==> config.mk <==
export PLATFORM = sky130hd
export DESIGN_NAME = pb_field_decoder
export DESIGN_NICKNAME = d
export VERILOG_FILES = /design/src/rtl/pb_field_decoder.sv
export SDC_FILE = /design/constraint.sdc
export NUM_CORES = 1
export LEC_CHECK = 0
export BUFFER_PORTS_ARGS = -buffer_cell sky130_fd_sc_hd__buf_2
export CAP_MARGIN = 20
export CORE_ASPECT_RATIO = 0.9
export CORE_MARGIN = 2
export CORE_UTILIZATION = 61
export CTS_CLUSTER_SIZE = 14
export DETAILED_ROUTE_END_ITERATION = 6
export PLACE_DENSITY = 0.9
export SLEW_MARGIN = 20
export SYNTH_ARGS = -nofsm -noshare
export SYNTH_HDL_FRONTEND = slang
export SYNTH_SLANG_ARGS = --single-unit
==> constraint.sdc <==
create_clock -name clk_i -period 7.1 [get_ports clk_i]
set_input_delay 0 -clock clk_i [delete_from_list [all_inputs] [get_ports clk_i]]
set_output_delay 0 -clock clk_i [all_outputs]
set_load 0.02 [all_outputs]
==> src/rtl/pb_field_decoder.sv <==
// pb_field_decoder: protobuf wire-format field splitter.
// It decodes varint tags into a field number and a wire type, then passes
// the field payload straight through as a byte stream with a last flag.
// Length prefixes are consumed and are not forwarded. After any protocol
// violation the block stays in a sticky draining error state until reset.
module pb_field_decoder #(
    parameter int FIELD_ID_W    = 29,
    parameter int MAX_TAG_BYTES = 5
) (
    input  logic                  clk_i,
    input  logic                  reset_i,
    input  logic [7:0]            byte_i,
    input  logic                  byte_valid,
    output logic                  byte_rdy,
    input  logic                  byte_last,
    output logic [FIELD_ID_W-1:0] field_id_o,
    output logic [2:0]            wire_type_o,
    output logic                  field_id_valid,
    input  logic                  field_id_rdy,
    output logic [7:0]            data_o,
    output logic                  data_valid,
    input  logic                  data_rdy,
    output logic                  data_last,
    output logic                  err_o
);
    // The accumulator must hold every prefix byte, the tag slice and a 32-bit length.
    localparam int ACC_RAW = 7 * MAX_TAG_BYTES;
    localparam int ACC_A   = (ACC_RAW > FIELD_ID_W + 3) ? ACC_RAW : FIELD_ID_W + 3;
    localparam int ACC_W   = (ACC_A > 32) ? ACC_A : 32;
    localparam int NB_W    = $clog2(MAX_TAG_BYTES + 1);

    typedef enum logic [2:0] {
        S_TAG, S_EMIT, S_LEN, S_PAY_VARINT, S_PAY_FIXED, S_PAY_LEN, S_ERROR
    } state_e;

    state_e                state_q;
    logic [ACC_W-1:0]      acc_q, acc_d;
    logic [NB_W-1:0]       nb_q;
    logic [31:0]           cnt_q;
    logic [FIELD_ID_W-1:0] fid_q, fid_d;
    logic [2:0]            wt_q, wt_d;
    logic [31:0]           len_d;
    logic                  fvld_q, err_q, rdy_en_q;
    logic                  in_pay, byte_acc, pfx_end, pfx_over, bad_tag, to_err;

    assign in_pay   = (state_q == S_PAY_VARINT) || (state_q == S_PAY_FIXED) ||
                      (state_q == S_PAY_LEN);
    assign byte_acc = byte_valid && byte_rdy;

    // Little-endian 7-bit varint accumulation shared by the tag and length prefixes
    assign acc_d    = acc_q | (ACC_W'(byte_i[6:0]) << (7 * nb_q));
    assign fid_d    = acc_d[FIELD_ID_W+2:3];
    assign wt_d     = acc_d[2:0];
    assign len_d    = acc_d[31:0];
    assign pfx_end  = !byte_i[7];
    // The last allowed prefix byte still carrying a continuation bit means the prefix is too long
    assign pfx_over = byte_i[7] && (nb_q == NB_W'(MAX_TAG_BYTES - 1));
    assign bad_tag  = (fid_d == '0) ||
                      !((wt_d == 3'd0) || (wt_d == 3'd1) || (wt_d == 3'd2) || (wt_d == 3'd5));

    assign field_id_o     = fid_q;
    assign wire_type_o    = wt_q;
    assign field_id_valid = fvld_q;
    assign err_o          = err_q;
    assign data_o         = byte_i;
    assign data_valid     = in_pay && byte_valid;

    // Input ready: payload states follow the consumer, EMIT blocks, the other states always take bytes
    always_comb begin
        byte_rdy = 1'b0;
        if (rdy_en_q) begin
            case (state_q)
                S_EMIT:                                 byte_rdy = 1'b0;
                S_PAY_VARINT, S_PAY_FIXED, S_PAY_LEN:   byte_rdy = data_rdy;
                default:                                byte_rdy = 1'b1;
            endcase
        end
    end

    // Last payload beat: a varint ends on a clear continuation bit, counted payloads end on count 1
    always_comb begin
        data_last = 1'b0;
        case (state_q)
            S_PAY_VARINT:           data_last = !byte_i[7];
            S_PAY_FIXED, S_PAY_LEN: data_last = (cnt_q == 32'd1);
            default:                data_last = 1'b0;
        endcase
    end

    // Protocol violations. byte_last is legal only on a final payload beat or on a zero length prefix.
    always_comb begin
        to_err = 1'b0;
        if (byte_acc) begin
            case (state_q)
                S_TAG:        to_err = pfx_over || byte_last || (pfx_end && bad_tag);
                S_LEN:        to_err = pfx_over || (byte_last && !(pfx_end && len_d == 32'd0));
                S_PAY_VARINT: to_err = !data_last && (byte_last || cnt_q == 32'd1);
                S_PAY_FIXED,
                S_PAY_LEN:    to_err = !data_last && byte_last;
                default:      to_err = 1'b0;
            endcase
        end
    end

    // Main control FSM with the registered field outputs and the sticky error flag
    always_ff @(posedge clk_i or negedge reset_i) begin
        if (!reset_i) begin
            state_q  <= S_TAG;
            acc_q    <= '0;
            nb_q     <= '0;
            cnt_q    <= '0;
            fid_q    <= '0;
            wt_q     <= '0;
            fvld_q   <= 1'b0;
            err_q    <= 1'b0;
            rdy_en_q <= 1'b0;
        end else begin
            rdy_en_q <= 1'b1;
            if (to_err) begin
                state_q <= S_ERROR;
                err_q   <= 1'b1;
            end else begin
                case (state_q)
                    S_TAG: if (byte_acc) begin
                        acc_q <= acc_d;
                        nb_q  <= nb_q + NB_W'(1);
                        if (pfx_end) begin
                            fid_q   <= fid_d;
                            wt_q    <= wt_d;
                            fvld_q  <= 1'b1;
                            state_q <= S_EMIT;
                        end
                    end
                    S_EMIT: if (field_id_rdy) begin
                        fvld_q <= 1'b0;
                        case (wt_q)
                            3'd0: begin state_q <= S_PAY_VARINT; cnt_q <= 32'd10; end
                            3'd1: begin state_q <= S_PAY_FIXED;  cnt_q <= 32'd8;  end
                            3'd5: begin state_q <= S_PAY_FIXED;  cnt_q <= 32'd4;  end
                            // Only type 2 can remain; other types were rejected at the tag
                            default: begin
                                state_q <= S_LEN;
                                acc_q   <= '0;
                                nb_q    <= '0;
                            end
                        endcase
                    end
                    S_LEN: if (byte_acc) begin
                        acc_q <= acc_d;
                        nb_q  <= nb_q + NB_W'(1);
                        if (pfx_end) begin
                            acc_q <= '0;
                            nb_q  <= '0;
                            if (len_d == 32'd0) begin
                                state_q <= S_TAG;
                            end else begin
                                state_q <= S_PAY_LEN;
                                cnt_q   <= len_d;
                            end
                        end
                    end
                    S_PAY_VARINT, S_PAY_FIXED, S_PAY_LEN: if (byte_acc) begin
                        cnt_q <= cnt_q - 32'd1;
                        if (data_last) begin
                            state_q <= S_TAG;
                            acc_q   <= '0;
                            nb_q    <= '0;
                        end
                    end
                    // S_ERROR drains input; only reset leaves it
                    default: ;
                endcase
            end
        end
    end
endmodule

==> impl_summary.txt, run 1 <==
----------------------------------------------------
[Status]
  Outcome ... completed

[Clock tree]
  Clock root buffer ... sky130_fd_sc_hd__clkbuf_16
  Count of cells resized by post-cts repair ... 0
  Clock edge transition at the registers on the reported setup and hold paths ... 0.08 ns
  Cts bufs inserted ... 9
  Clk sinks ... 105
  Clock tree buffer depth ... 2
  Number of buffers added to fix hold violations after cts ... 5
  # Post-CTS Setup Buffers ... 0
  CTS tree ... built
  CTS H-tree depth ... 3
  Clock insertion delay at the later pin of the skew report ... 0.36 ns

[Power and ir drop]
  Proportion of power drawn by flip-flops and latches ... 0.318
  Switching Fraction ... 0.495
  Total leakage power ... 3.45 nW
  Power per unit of standard cell area ... 492 mW/mm2
  Overall power ... 3.37 mW
  Part of the total power dissipated in the clock network ... 0.149
  Internal power summed over all cells ... 1.70 mW
  Max rail drop VDD ... 0.000329 V
  Net switching component of the power ... 1.67 mW
  Combinational Power Share ... 0.533

[Die]
  Die W ... 110 um
  Overall die height ... 99.7 um
  Initial core utilization ... 0.635
  Number of rows in the core area ... 34
  Area of the placeable core ... 0.00978 mm2
  Die outline area ... 0.0110 mm2
  Count of pins on the block boundary ... 59

[Setup path]
  Data required time at the worst endpoint ... 7.34 ns
  CP peak stage delay ... 0.94 ns
  Slowest library cell on the worst path ... sky130_fd_sc_hd__mux2i_4
  Delay-heaviest family, CP ... simple AND/OR/NAND/NOR gates
  Ordered cell list for the critical path ... nor3b_2 > a2111oi_0 > nand4_1 > nor4_2 > mux2i_4 > and2_1 > buf_4 > mux2_1
  Critical Path Source Type ... flip-flop
  Largest fanout on the critical path ... 32
  Nature of the critical path endpoint ... flip-flop
  Number of buffer and inverter stages on the critical path ... 1
  Setup Crit Path Kind ... flip-flop to flip-flop
  Crit path DAT ... 5.26 ns

[Yosys]
  Share of the synthesized area in the top cell type ... 0.423
  Post-Synthesis Cells ... 663
  Total nets after synthesis ... 681
  Register area share after synthesis ... 0.423
  Area share of fa/ha/maj cells after synthesis ... 0.00806
  Most numerous cell types in the synthesized netlist ... sky130_fd_sc_hd__dfrtp_1 (105), sky130_fd_sc_hd__inv_1 (64), sky130_fd_sc_hd__nor2_1 (48), sky130_fd_sc_hd__a21oi_1 (39), sky130_fd_sc_hd__mux2i_1 (34)
  Post-synthesis mux area share ... 0.107
  Average instance area after synthesis ... 9.37 um2
  Synth area leaders ... sky130_fd_sc_hd__dfrtp_1 (42%), sky130_fd_sc_hd__mux2i_1 (5.5%), sky130_fd_sc_hd__mux2_1 (5.1%)
  Most area-hungry cell type in the Yosys netlist ... sky130_fd_sc_hd__dfrtp_1
  Flip-flop and latch count after synthesis ... 105
  Area share of and/or/nand/nor cells after synthesis ... 0.168
  Share of synthesized registers carrying an async set or reset ... 1.00
  Distinct cell type count of the synthesized netlist ... 65
  EDFF count, synth ... 0
  Main flop type after synthesis ... sky130_fd_sc_hd__dfrtp_1
  Yosys warning count ... 0
  Main combinational cell family by area after synthesis ... compound AO/OA/AOI/OAI gates
  Xor-xnor portion of the synthesized cell area ... 0.00141
  Summed instance area of the synthesized netlist ... 0.00621 mm2
  Most numerous cell in the Yosys netlist ... sky130_fd_sc_hd__dfrtp_1
  Fraction of the mapped netlist area in compound gates ... 0.208

[Routing]
  Vias per std cell ... 6.91
  Total via count in the routed design ... 5690
  Number of remaining DRC errors ... 0
  Number of nets with antenna violations after routing ... 0
  Total iterations of the first detailed-routing run ... 6
  Iteration-0 DRC count of the detailed router ... 723
  Final WL ... 17900 um
  Detailed-route wire length per cell ... 21.7 um

[Finish]
  Final std cells w/o fill ... 823
  Net count of the finished layout ... 710
  Number of antenna cells inserted ... 0
  Ratio of cells with drive above 1 in the final layout ... 0.146
  Area grow syn2layout ... 10.1%

[STA]
  Maximum clock rate ... 199 MHz
  Crit path time final ... 5.02 ns
  Setup repair after global routing missed its margin ... no
  Clk_skew ... 0.00727 ns
  Count of endpoints failing hold in the final timing report ... 0
  Final worst path period share ... 0.707
  Final hold slack ... 0.0324 ns
  Remaining max-slew budget at the tightest pin ... 0.321
  Actual slew at the worst max-slew pin ... 0.998 ns
  Total negative slack ... 0 ns
  Fin. max-slew vios ... 0
  Count of final setup violators ... 0

[GRT]
  Vias in the first global route ... 5314
  Grt total ovfl ... 0
  Combined global-route utilization of all metal layers ... 0.339
  Pin count of the biggest net entering global routing ... 67
  Number of antenna violations at the first check in global routing ... 0
  Global-route wire length before repair ... 28500 um

[Job]
  Number of max-cap violations ... 0

[Placed design]
  Dpl hpwl ... 11900 um
  Count of input and output buffers ... 58
  Global placement routability congestion ... 0.989
  Placed instance count ... 801

[Hold path]
  Hold WC Path Type ... primary input to flip-flop

----------------------------------------------------
## through the flow
step	worst slack (ns)	area, um2	utilization
after global placement	2.23	6460	0.660
after global routing	1.87	6840	0.699
after CTS	2.01	6810	0.696
final	2.08	6840	0.699
after detailed placement	2.03	6460	0.661
after floorplan	3.96	6210	-
## cell type report
type	count	area (um2)
Multi-Input combinational cell	439	3090
Fill cell	732	2950
Sequential cell	105	2630
Timing Repair Buffer	73	430
Inverter	64	240
Clock buffer	9	225
Tap cell	126	158
Clock inverter	7	71.3
## path summary, 6_finish.rpt
kind | from | to | slack, ns | cells past startpoint
max | nb_q[1]$_DFFE_PN0P_ | acc_q[6]$_DFFE_PN0P_ | 2.08 | 8
min | byte_i[6] | acc_q[27]$_DFFE_PN0P_ | 0.03 | 3
max reg2reg | nb_q[1]$_DFFE_PN0P_ | acc_q[6]$_DFFE_PN0P_ | 2.08 | 8
min reg2reg | err_o$_DFFE_PN0P_ | err_o$_DFFE_PN0P_ | 0.48 | 1
max in group asynchronous | reset_i | cnt_q[23]$_DFFE_PN0P_ | 5.73 | 3
min in group asynchronous | reset_i | field_id_o[10]$_DFFE_PN0P_ | 0.15 | 2
## logic make-up (layout without fill, tap and decap cells)
| kind of cell | Yosys count | in the layout |
|---|---|---|
| other | 1 | 1 |
| and+or+nand+nor | 184 | 184 |
| xor gates and xnor gates | 1 | 1 |
| DFF | 105 | 105 |
| muxes | 63 | 63 |
| AOI/OAI and AO/OA | 186 | 186 |
| adders and majority gates | 4 | 4 |
| buffers and inverters | 119 | 153 |
## routing by layer
layer | vias up | GRT usage | part of all wire
li1 | 2480 | - | -
met1 | 2740 | 0.465 | 0.39
met2 | 397 | 0.493 | 0.45
met3 | 73 | 0.110 | 0.12
met4 | 0 | 0.145 | 0.044
met5 | - | 0 | 0
## cells in the final DEF, fill, tap and decap left out, drive strengths merged, types with 9 or more instances in the layout
cell	n
mux2i	34
a21oi	39
nor2b	14
a41oi	25
a22o	10
dfrtp	105
a21o	23
o22ai	18
clkbuf	9
nand2	27
o21ai	24
mux2	29
or3	13
buf	68
nor2	48
nand4	19
inv	68
## sequential cells by signal, summed over array words and instances, names as in the netlist
signal and count:
nb_q 3, state_q 3, err_o 1, rdy_en_q 1, field_id_o 29, wire_type_o 3
field_id_valid 1, acc_q 32, cnt_q 32
## worst register-to-register path, stage by stage, from the launching register on
cell and delay, ns:
sky130_fd_sc_hd__dfrtp_1 0.62, sky130_fd_sc_hd__nor3b_2 0.36, sky130_fd_sc_hd__a2111oi_0 0.53, sky130_fd_sc_hd__nand4_1 0.20, sky130_fd_sc_hd__nor4_2 0.63, sky130_fd_sc_hd__mux2i_4 0.94
sky130_fd_sc_hd__and2_1 0.86, sky130_fd_sc_hd__buf_4 0.39, sky130_fd_sc_hd__mux2_1 0.37
## power groups by stage
stage	Clock [mW]	Sequential (mW)	Combinational [mW]
final	0.503	1.07	1.79
after global placement	0	1.05	1.67
after global routing	0.531	1.10	1.94
after detailed placement	0	1.06	1.73
after CTS	0.507	1.06	1.75
after floorplan	0	1.10	1.21
(Power assumes the default switching activity.)
==> inputs of run 2 (changes only) <==
- ABC_AREA: default -> 1
- CORE_UTILIZATION: 61 -> 55
- PLACE_DENSITY: 0.9 -> 0.85
- clock period: 7.1 -> 4.55 ns (I/O delays scaled with it)
==> run 2 against run 1 <==
Highest routed layer unchanged. Sequential power increased by 50%. Global-route usage is 2.7 points lower. Largest cell class unchanged. Utilization decreased by 8.3 points. Clock skew up 0.0058 ns. Non-clock buffer count increased by 4. Combinational power up 120%. Register-to-register slack worse by 1.0 ns. Sequential cell count is the same. First-iteration DRC count is 20% higher. Setup slack worse by 1.0 ns. Area after synthesis up 11%.
==> impl_summary.txt, run 2 <==
----------------------------------------------------
[Power and ir drop]
  Power per unit of standard cell area ... 852 mW/mm2
  Total leakage power ... 3.95 nW
  Combinational Power Share ... 0.621
  Part of the total power dissipated in the clock network ... 0.128
  Overall power ... 6.36 mW
  Switching Fraction ... 0.544
  Net switching component of the power ... 3.46 mW
  Proportion of power drawn by flip-flops and latches ... 0.251
  Max rail drop VDD ... 0.000506 V
  Internal power summed over all cells ... 2.90 mW

[Die]
  Overall die height ... 110 um
  Area of the placeable core ... 0.0121 mm2
  Initial core utilization ... 0.567
  Count of pins on the block boundary ... 59
  Number of rows in the core area ... 38
  Die outline area ... 0.0134 mm2
  Die W ... 122 um

[Job]
  Number of max-cap violations ... 0

[Finish]
  Register area ... 0.00263 mm2
  Layout fillers ... 1127
  Top library cells by usage in the layout, fill and taps aside ... sky130_fd_sc_hd__nand2_1 (314), sky130_fd_sc_hd__nor2_1 (128), sky130_fd_sc_hd__dfrtp_1 (105)
  Ratio of cells with drive above 1 in the final layout ... 0.138
  Net count of the finished layout ... 1035
  Number of antenna cells inserted ... 0
  Most common cell after layout, fill and taps aside ... sky130_fd_sc_hd__nand2_1
  Area grow syn2layout ... 8.51%
  Share of the core filled with cells in the final layout ... 0.616
  Area taken by multi-input logic gates ... 0.00361 mm2

[Setup path]
  Worst-case reg-to-reg path depth ... 18
  Data required time at the worst endpoint ... 4.80 ns
  R2r endpoint ... cnt_q[2]$_DFFE_PN0P_
  Largest fanout on the critical path ... 32
  Crit path DAT ... 3.76 ns
  Setup crit end ... cnt_q[2]$_DFFE_PN0P_
  Critical R2R Launch ... nb_q[0]$_DFFE_PN0P_
  Nature of the critical path endpoint ... flip-flop
  Launching element of the worst setup path ... nb_q[0]$_DFFE_PN0P_
  Critical Path Source Type ... flip-flop
  Register-to-Register Setup Slack ... 1.04 ns
  Setup Crit Path Kind ... flip-flop to flip-flop

[Yosys]
  Summed instance area of the synthesized netlist ... 0.00688 mm2
  Post-Synthesis Cells ... 990
  Most numerous cell types in the synthesized netlist ... sky130_fd_sc_hd__nand2_1 (314), sky130_fd_sc_hd__nor2_1 (129), sky130_fd_sc_hd__dfrtp_1 (105), sky130_fd_sc_hd__nand4_1 (79), sky130_fd_sc_hd__inv_1 (63)
  Share of the synthesized area in the top cell type ... 0.382
  Register area share after synthesis ... 0.382
  EDFF count, synth ... 0
  Main flop type after synthesis ... sky130_fd_sc_hd__dfrtp_1
  Total nets after synthesis ... 1008
  Flip-flop and latch count after synthesis ... 105
  Distinct cell type count of the synthesized netlist ... 47
  Yosys warning count ... 0
  Share of synthesized registers carrying an async set or reset ... 1.00
  Synth area leaders ... sky130_fd_sc_hd__dfrtp_1 (38%), sky130_fd_sc_hd__nand2_1 (17%), sky130_fd_sc_hd__nand4_1 (7.2%)
  Most numerous cell in the Yosys netlist ... sky130_fd_sc_hd__nand2_1
  Average instance area after synthesis ... 6.95 um2
  Most area-hungry cell type in the Yosys netlist ... sky130_fd_sc_hd__dfrtp_1

[STA]
  Actual slew at the worst max-slew pin ... 0.941 ns
  Count of final setup violators ... 0
  Fin. max-slew vios ... 0
  Crit path time final ... 3.51 ns
  Remaining max-slew budget at the tightest pin ... 0.372
  Maximum clock rate ... 285 MHz
  Count of endpoints failing hold in the final timing report ... 0
  Clk_skew ... 0.0130 ns
  Final worst path period share ... 0.771
  Setup repair after global routing missed its margin ... no
  Total negative slack ... 0 ns

[Routing]
  Number of remaining DRC errors ... 0
  Wire length on met2 ... 8680 um
  Total via count in the routed design ... 6999
  M1 wire length ... 8510 um
  WL met3 ... 2190 um
  Iteration-0 DRC count of the detailed router ... 867
  Vias per std cell ... 5.92
  Uppermost layer routed ... met4
  Number of nets with antenna violations after routing ... 0
  Total iterations of the first detailed-routing run ... 7
  Detailed-route wire length per cell ... 16.9 um
  Final WL ... 20000 um

[Clock tree]
  CTS tree ... built
  Clock tree buffer depth ... 2
  Clock edge transition at the registers on the reported setup and hold paths ... 0.08 ns
  Clk sinks ... 105
  # Post-CTS Setup Buffers ... 0
  Cts bufs inserted ... 9
  Count of cells resized by post-cts repair ... 0
  Clock root buffer ... sky130_fd_sc_hd__clkbuf_16
  Number of buffers added to fix hold violations after cts ... 1
  Clock insertion delay at the later pin of the skew report ... 0.37 ns
  CTS H-tree depth ... 3

[Hold path]
  Source of the worst hold timing path ... byte_i[0]
  Hold WC Path Type ... primary input to flip-flop

[Placed design]
  Count of input and output buffers ... 58
  Global placement routability congestion ... 0.983
  Dpl hpwl ... 13400 um

[GRT]
  Vias in the first global route ... 6338
  Global-route wire length before repair ... 32700 um
  Pin count of the biggest net entering global routing ... 72
  Number of antenna violations at the first check in global routing ... 0
  Combined global-route utilization of all metal layers ... 0.312
  Grt total ovfl ... 0

[Status]
  Outcome ... completed

----------------------------------------------------
run 2: cell types whose count changed in the layout (fill, tap and decap cells not counted), moves of 23 or more:
cell,previous run,this run
sky130_fd_sc_hd__o21ai_1,1,33
sky130_fd_sc_hd__nand4_1,19,79
sky130_fd_sc_hd__nor2_1,48,128
sky130_fd_sc_hd__nand2_1,26,314
sky130_fd_sc_hd__mux2_1,28,0
sky130_fd_sc_hd__a21o_1,23,0
sky130_fd_sc_hd__mux2i_1,33,0
sky130_fd_sc_hd__a21oi_1,38,12
sky130_fd_sc_hd__a41oi_1,25,0
sky130_fd_sc_hd__o21ai_0,23,51
run 2: cell families after synthesis:
family                   Yosys count  synth area share
AND/OR/NAND/NOR                  590             0.377
XOR/XNOR                          10            0.0127
buffers and inverters            133            0.0944
adder cells (fa/ha/maj)            4           0.00728
other                              1          0.000545
flip-flops                       105             0.382
AO/OA/AOI/OAI                    147             0.126
run 2: final cells by class:
cell class / instances / area share
Timing Repair Buffer: 77 / 0.0604
Inverter: 72 / 0.0362
Clock buffer: 11 / 0.0325
Sequential cell: 105 / 0.352
Tap cell: 160 / 0.0268
Clock inverter: 5 / 0.00838
Multi-Input combinational cell: 752 / 0.484
run 2: through the flow:
step / area (um2) / std cells / hold slack [ns] / setup slack (ns)
finish: 7460 / 1182 / 0.221 / 1.04
global route: 7460 / 1182 / 0.238 / 0.842
CTS: 7460 / 1182 / 0.194 / 1.14
detailed placement: 7150 / 1165 / 0.200 / 1.19
global placement: 7150 / 1165 / 0.199 / 1.29
floorplan: 6880 / 990 / -0.296 / 2.29
run 2: power by group through the flow:
| stage | clock network, mW | logic, mW | registers (mW) |
|---|---|---|---|
| floorplan | 0 | 2.77 | 1.64 |
| global placement | 0 | 3.77 | 1.59 |
| detailed placement | 0 | 3.83 | 1.60 |
| CTS | 0.818 | 3.86 | 1.59 |
| global route | 0.858 | 4.34 | 1.65 |
| finish | 0.812 | 3.95 | 1.60 |
run 2: critical path, cell delays in order (launching register included):
cell	delay (ns)
sky130_fd_sc_hd__dfrtp_1	0.56
sky130_fd_sc_hd__nand2_1	0.16
sky130_fd_sc_hd__inv_1	0.10
sky130_fd_sc_hd__a21oi_1	0.62
sky130_fd_sc_hd__nand2_1	0.11
sky130_fd_sc_hd__nor2_1	0.13
sky130_fd_sc_hd__nand2_1	0.07
sky130_fd_sc_hd__nor2_2	0.11
sky130_fd_sc_hd__nand2_2	0.08
sky130_fd_sc_hd__nand2_2	0.09
sky130_fd_sc_hd__nand2_2	0.05
sky130_fd_sc_hd__nand2_2	0.09
sky130_fd_sc_hd__nand2_2	0.07
sky130_fd_sc_hd__nand2_4	0.22
sky130_fd_sc_hd__buf_4	0.38
sky130_fd_sc_hd__nand3_2	0.09
sky130_fd_sc_hd__buf_4	0.26
sky130_fd_sc_hd__nand2_1	0.11
sky130_fd_sc_hd__nand2_1	0.05
run 2: worst min-delay path by stage:
stage                                            end  slack (ns)  cells after the start
after floorplan                 acc_q[0]$_DFFE_PN0P_       -0.30                      0
after global placement             err_o$_DFFE_PN0P_        0.20                      1
after detailed placement  field_id_o[14]$_DFFE_PN0P_        0.20                      1
after CTS                 wire_type_o[0]$_DFFE_PN0P_        0.19                      5
after global routing      field_id_o[28]$_DFFE_PN0P_        0.24                      5
final                     wire_type_o[0]$_DFFE_PN0P_        0.22                      5
run 2: layer usage:
layer  track usage  vias up
li1              -     3313
met1         0.444     3236
met2         0.464      400
met3        0.0710       50
met4         0.119        0
met5             0        -
==> inputs of run 3 (changes only) <==
- ABC_AREA: 1 -> 0
- CORE_UTILIZATION: 55 -> 54
- clock period: 4.55 -> 3.21 ns (I/O delays scaled with it)
==> run 3 against run 2 <==
Setup slack worse by 1.0 ns. Utilization up 1.8 points. Register-to-register slack worse by 1.0 ns. Design area down 3.7%. Clock power up 32%. Sequential share of layout area up 1.4 points. Non-clock buffer count up 32. Critical path depth down 8. Critical endpoint is now field_id_o[2]$_DFFE_PN0P_. Largest power group unchanged.
==> impl_summary.txt, run 3 (synthesis gave the netlist of run 1 again) <==
----------------------------------------------------
[STA]
  Post-route setup slack ... 0.0442 ns
  Final hold slack ... 0.0439 ns
  Total negative slack ... 0 ns
  Count of endpoints failing hold in the final timing report ... 0
  Actual slew at the worst max-slew pin ... 0.756 ns
  Clk_skew ... 0.00695 ns
  Final worst path period share ... 0.986
  Remaining max-slew budget at the tightest pin ... 0.495
  Count of final setup violators ... 0
  Maximum clock rate ... 316 MHz
  Fin. max-slew vios ... 0
  Crit path time final ... 3.17 ns

[Clock tree]
  Clock root buffer ... sky130_fd_sc_hd__clkbuf_16
  Clk sinks ... 105
  CTS tree ... built
  Cts bufs inserted ... 9
  Clock tree buffer depth ... 2
  Clock edge transition at the registers on the reported setup and hold paths ... 0.07 ns
  Clock insertion delay at the later pin of the skew report ... 0.35 ns
  CTS H-tree depth ... 3

[Finish]
  Number of antenna cells inserted ... 0
  Area grow syn2layout ... 15.8%
  Top library cells by usage in the layout, fill and taps aside ... sky130_fd_sc_hd__dfrtp_1 (103), sky130_fd_sc_hd__inv_1 (64), sky130_fd_sc_hd__buf_2 (57)
  Share of the core filled with cells in the final layout ... 0.634
  Final std cell area, no fill ... 0.00719 mm2
  Final std cells w/o fill ... 889
  Net count of the finished layout ... 746
  Most common cell after layout, fill and taps aside ... sky130_fd_sc_hd__dfrtp_1
  Ratio of cells with drive above 1 in the final layout ... 0.192
  Layout fillers ... 931

[GRT]
  Combined global-route utilization of all metal layers ... 0.299
  Pin count of the biggest net entering global routing ... 54
  Vias in the first global route ... 5410
  Global-route wire length before repair ... 28500 um
  Grt total ovfl ... 0
  Number of antenna violations at the first check in global routing ... 0

[Setup path]
  Launching element of the worst setup path ... acc_q[19]$_DFFE_PN0P_
  Nature of the critical path endpoint ... flip-flop
  Largest fanout on the critical path ... 14
  Worst-case reg-to-reg path depth ... 10
  Setup Crit Path Kind ... flip-flop to flip-flop
  Critical R2R Launch ... acc_q[19]$_DFFE_PN0P_
  Register-to-Register Setup Slack ... 0.04 ns
  R2r endpoint ... field_id_o[2]$_DFFE_PN0P_
  Crit path DAT ... 3.38 ns
  Critical Path Source Type ... flip-flop
  Data required time at the worst endpoint ... 3.42 ns

[Placed design]
  Placed instance count ... 864
  Count of input and output buffers ... 58
  Worst slack at placement ... -0.0215 ns
  Global placement routability congestion ... 0.936
  Dpl hpwl ... 12600 um
  Placed cell area ... 0.00677 mm2

[Power and ir drop]
  Switching Fraction ... 0.474
  Net switching component of the power ... 3.69 mW
  Part of the total power dissipated in the clock network ... 0.137
  Combinational Power Share ... 0.569
  Internal power summed over all cells ... 4.09 mW
  Total leakage power ... 3.63 nW
  Overall power ... 7.78 mW
  Max rail drop VDD ... 0.000567 V
  Power per unit of standard cell area ... 1080 mW/mm2
  Proportion of power drawn by flip-flops and latches ... 0.293

[Routing]
  Number of nets with antenna violations after routing ... 0
  Total iterations of the first detailed-routing run ... 7
  Wire length on met2 ... 8230 um
  Iteration-0 DRC count of the detailed router ... 628
  Total via count in the routed design ... 5710
  M1 wire length ... 7550 um
  Uppermost layer routed ... met5
  Vias per std cell ... 6.42
  WL met3 ... 1760 um
  Final WL ... 18200 um
  Number of remaining DRC errors ... 0
  Detailed-route wire length per cell ... 20.5 um

[Die]
  Die W ... 117 um
  Overall die height ... 106 um
  Area of the placeable core ... 0.0113 mm2
  Initial core utilization ... 0.547
  Number of rows in the core area ... 37
  Count of pins on the block boundary ... 59
  Die outline area ... 0.0124 mm2

[Hold path]
  Source of the worst hold timing path ... byte_i[5]
  Hold WC Path Type ... primary input to flip-flop
  WHS Endpoint ... acc_q[19]$_DFFE_PN0P_
  Hold depth ... 3

[Status]
  Outcome ... completed

[Job]
  Number of max-cap violations ... 0

----------------------------------------------------
-- run 3: changes by cell type in the layout (fill, tap and decap cells not counted), sizes merged, moves of 29 or more --
cell   previous run  this run
nand2           323        27
mux2i             0        34
mux2              0        29
nand4            80        19
nor2            135        48
o21ai            84        24
-- run 3: final cells by class --
cell class	count	area [um2]	area share
inverters	64	240	0.0334
repair buffers	109	741	0.103
clock inverters	5	38.8	0.00540
multi-input cells	439	3100	0.431
well taps	156	195	0.0271
flip-flops and latches	105	2630	0.366
clock buffers	11	243	0.0338
-- run 3: worst max-delay path, stage by stage, from the launching register on --
cell and delay, ns:
sky130_fd_sc_hd__dfrtp_1 0.41, sky130_fd_sc_hd__or4_1 0.55, sky130_fd_sc_hd__a2111oi_1 0.42, sky130_fd_sc_hd__nand4_1 0.24
sky130_fd_sc_hd__nor4_2 0.20, sky130_fd_sc_hd__buf_4 0.18, sky130_fd_sc_hd__mux2i_4 0.28, sky130_fd_sc_hd__buf_4 0.19
sky130_fd_sc_hd__nand3b_2 0.13, sky130_fd_sc_hd__buf_4 0.25, sky130_fd_sc_hd__mux2i_1 0.15
-- run 3: how the worst max path moves through the flow --
stage / to / slack [ns] / cells after the start
after floorplan: acc_q[0]$_DFFE_PN0P_ / 0.07 / 9
after global placement: cnt_q[23]$_DFFE_PN0P_ / 0.09 / 9
after detailed placement: acc_q[26]$_DFFE_PN0P_ / -0.02 / 8
after CTS: cnt_q[1]$_DFFE_PN0P_ / 0.007 / 9
after global routing: field_id_o[15]$_DFFE_PN0P_ / -0.13 / 10
final: field_id_o[2]$_DFFE_PN0P_ / 0.04 / 10
-- run 3: repair_timing --
item	CTS	global route
setup endpoints to repair	32	101
buffers inserted	0	3
cloned	0	1
pin swaps	1	3
hold endpoints to repair	56	0
hold buffers	5	0
resized for setup	2	16
-- run 3: layer usage --
layer | track usage | vias up
li1 | - | 2550
met5 | 0 | -
met4 | 0.116 | 2
met3 | 0.0765 | 56
met1 | 0.412 | 2753
met2 | 0.451 | 349
-- run 3: power groups by stage --
stage                     Clock (mW)  Sequential, mW  Combinational, mW
after global routing            1.14            2.35               4.77
after CTS                       1.08            2.27               4.21
after floorplan                    0            2.43               2.67
after global placement             0            2.24               4.06
final                           1.07            2.28               4.43
after detailed placement           0            2.28               4.17
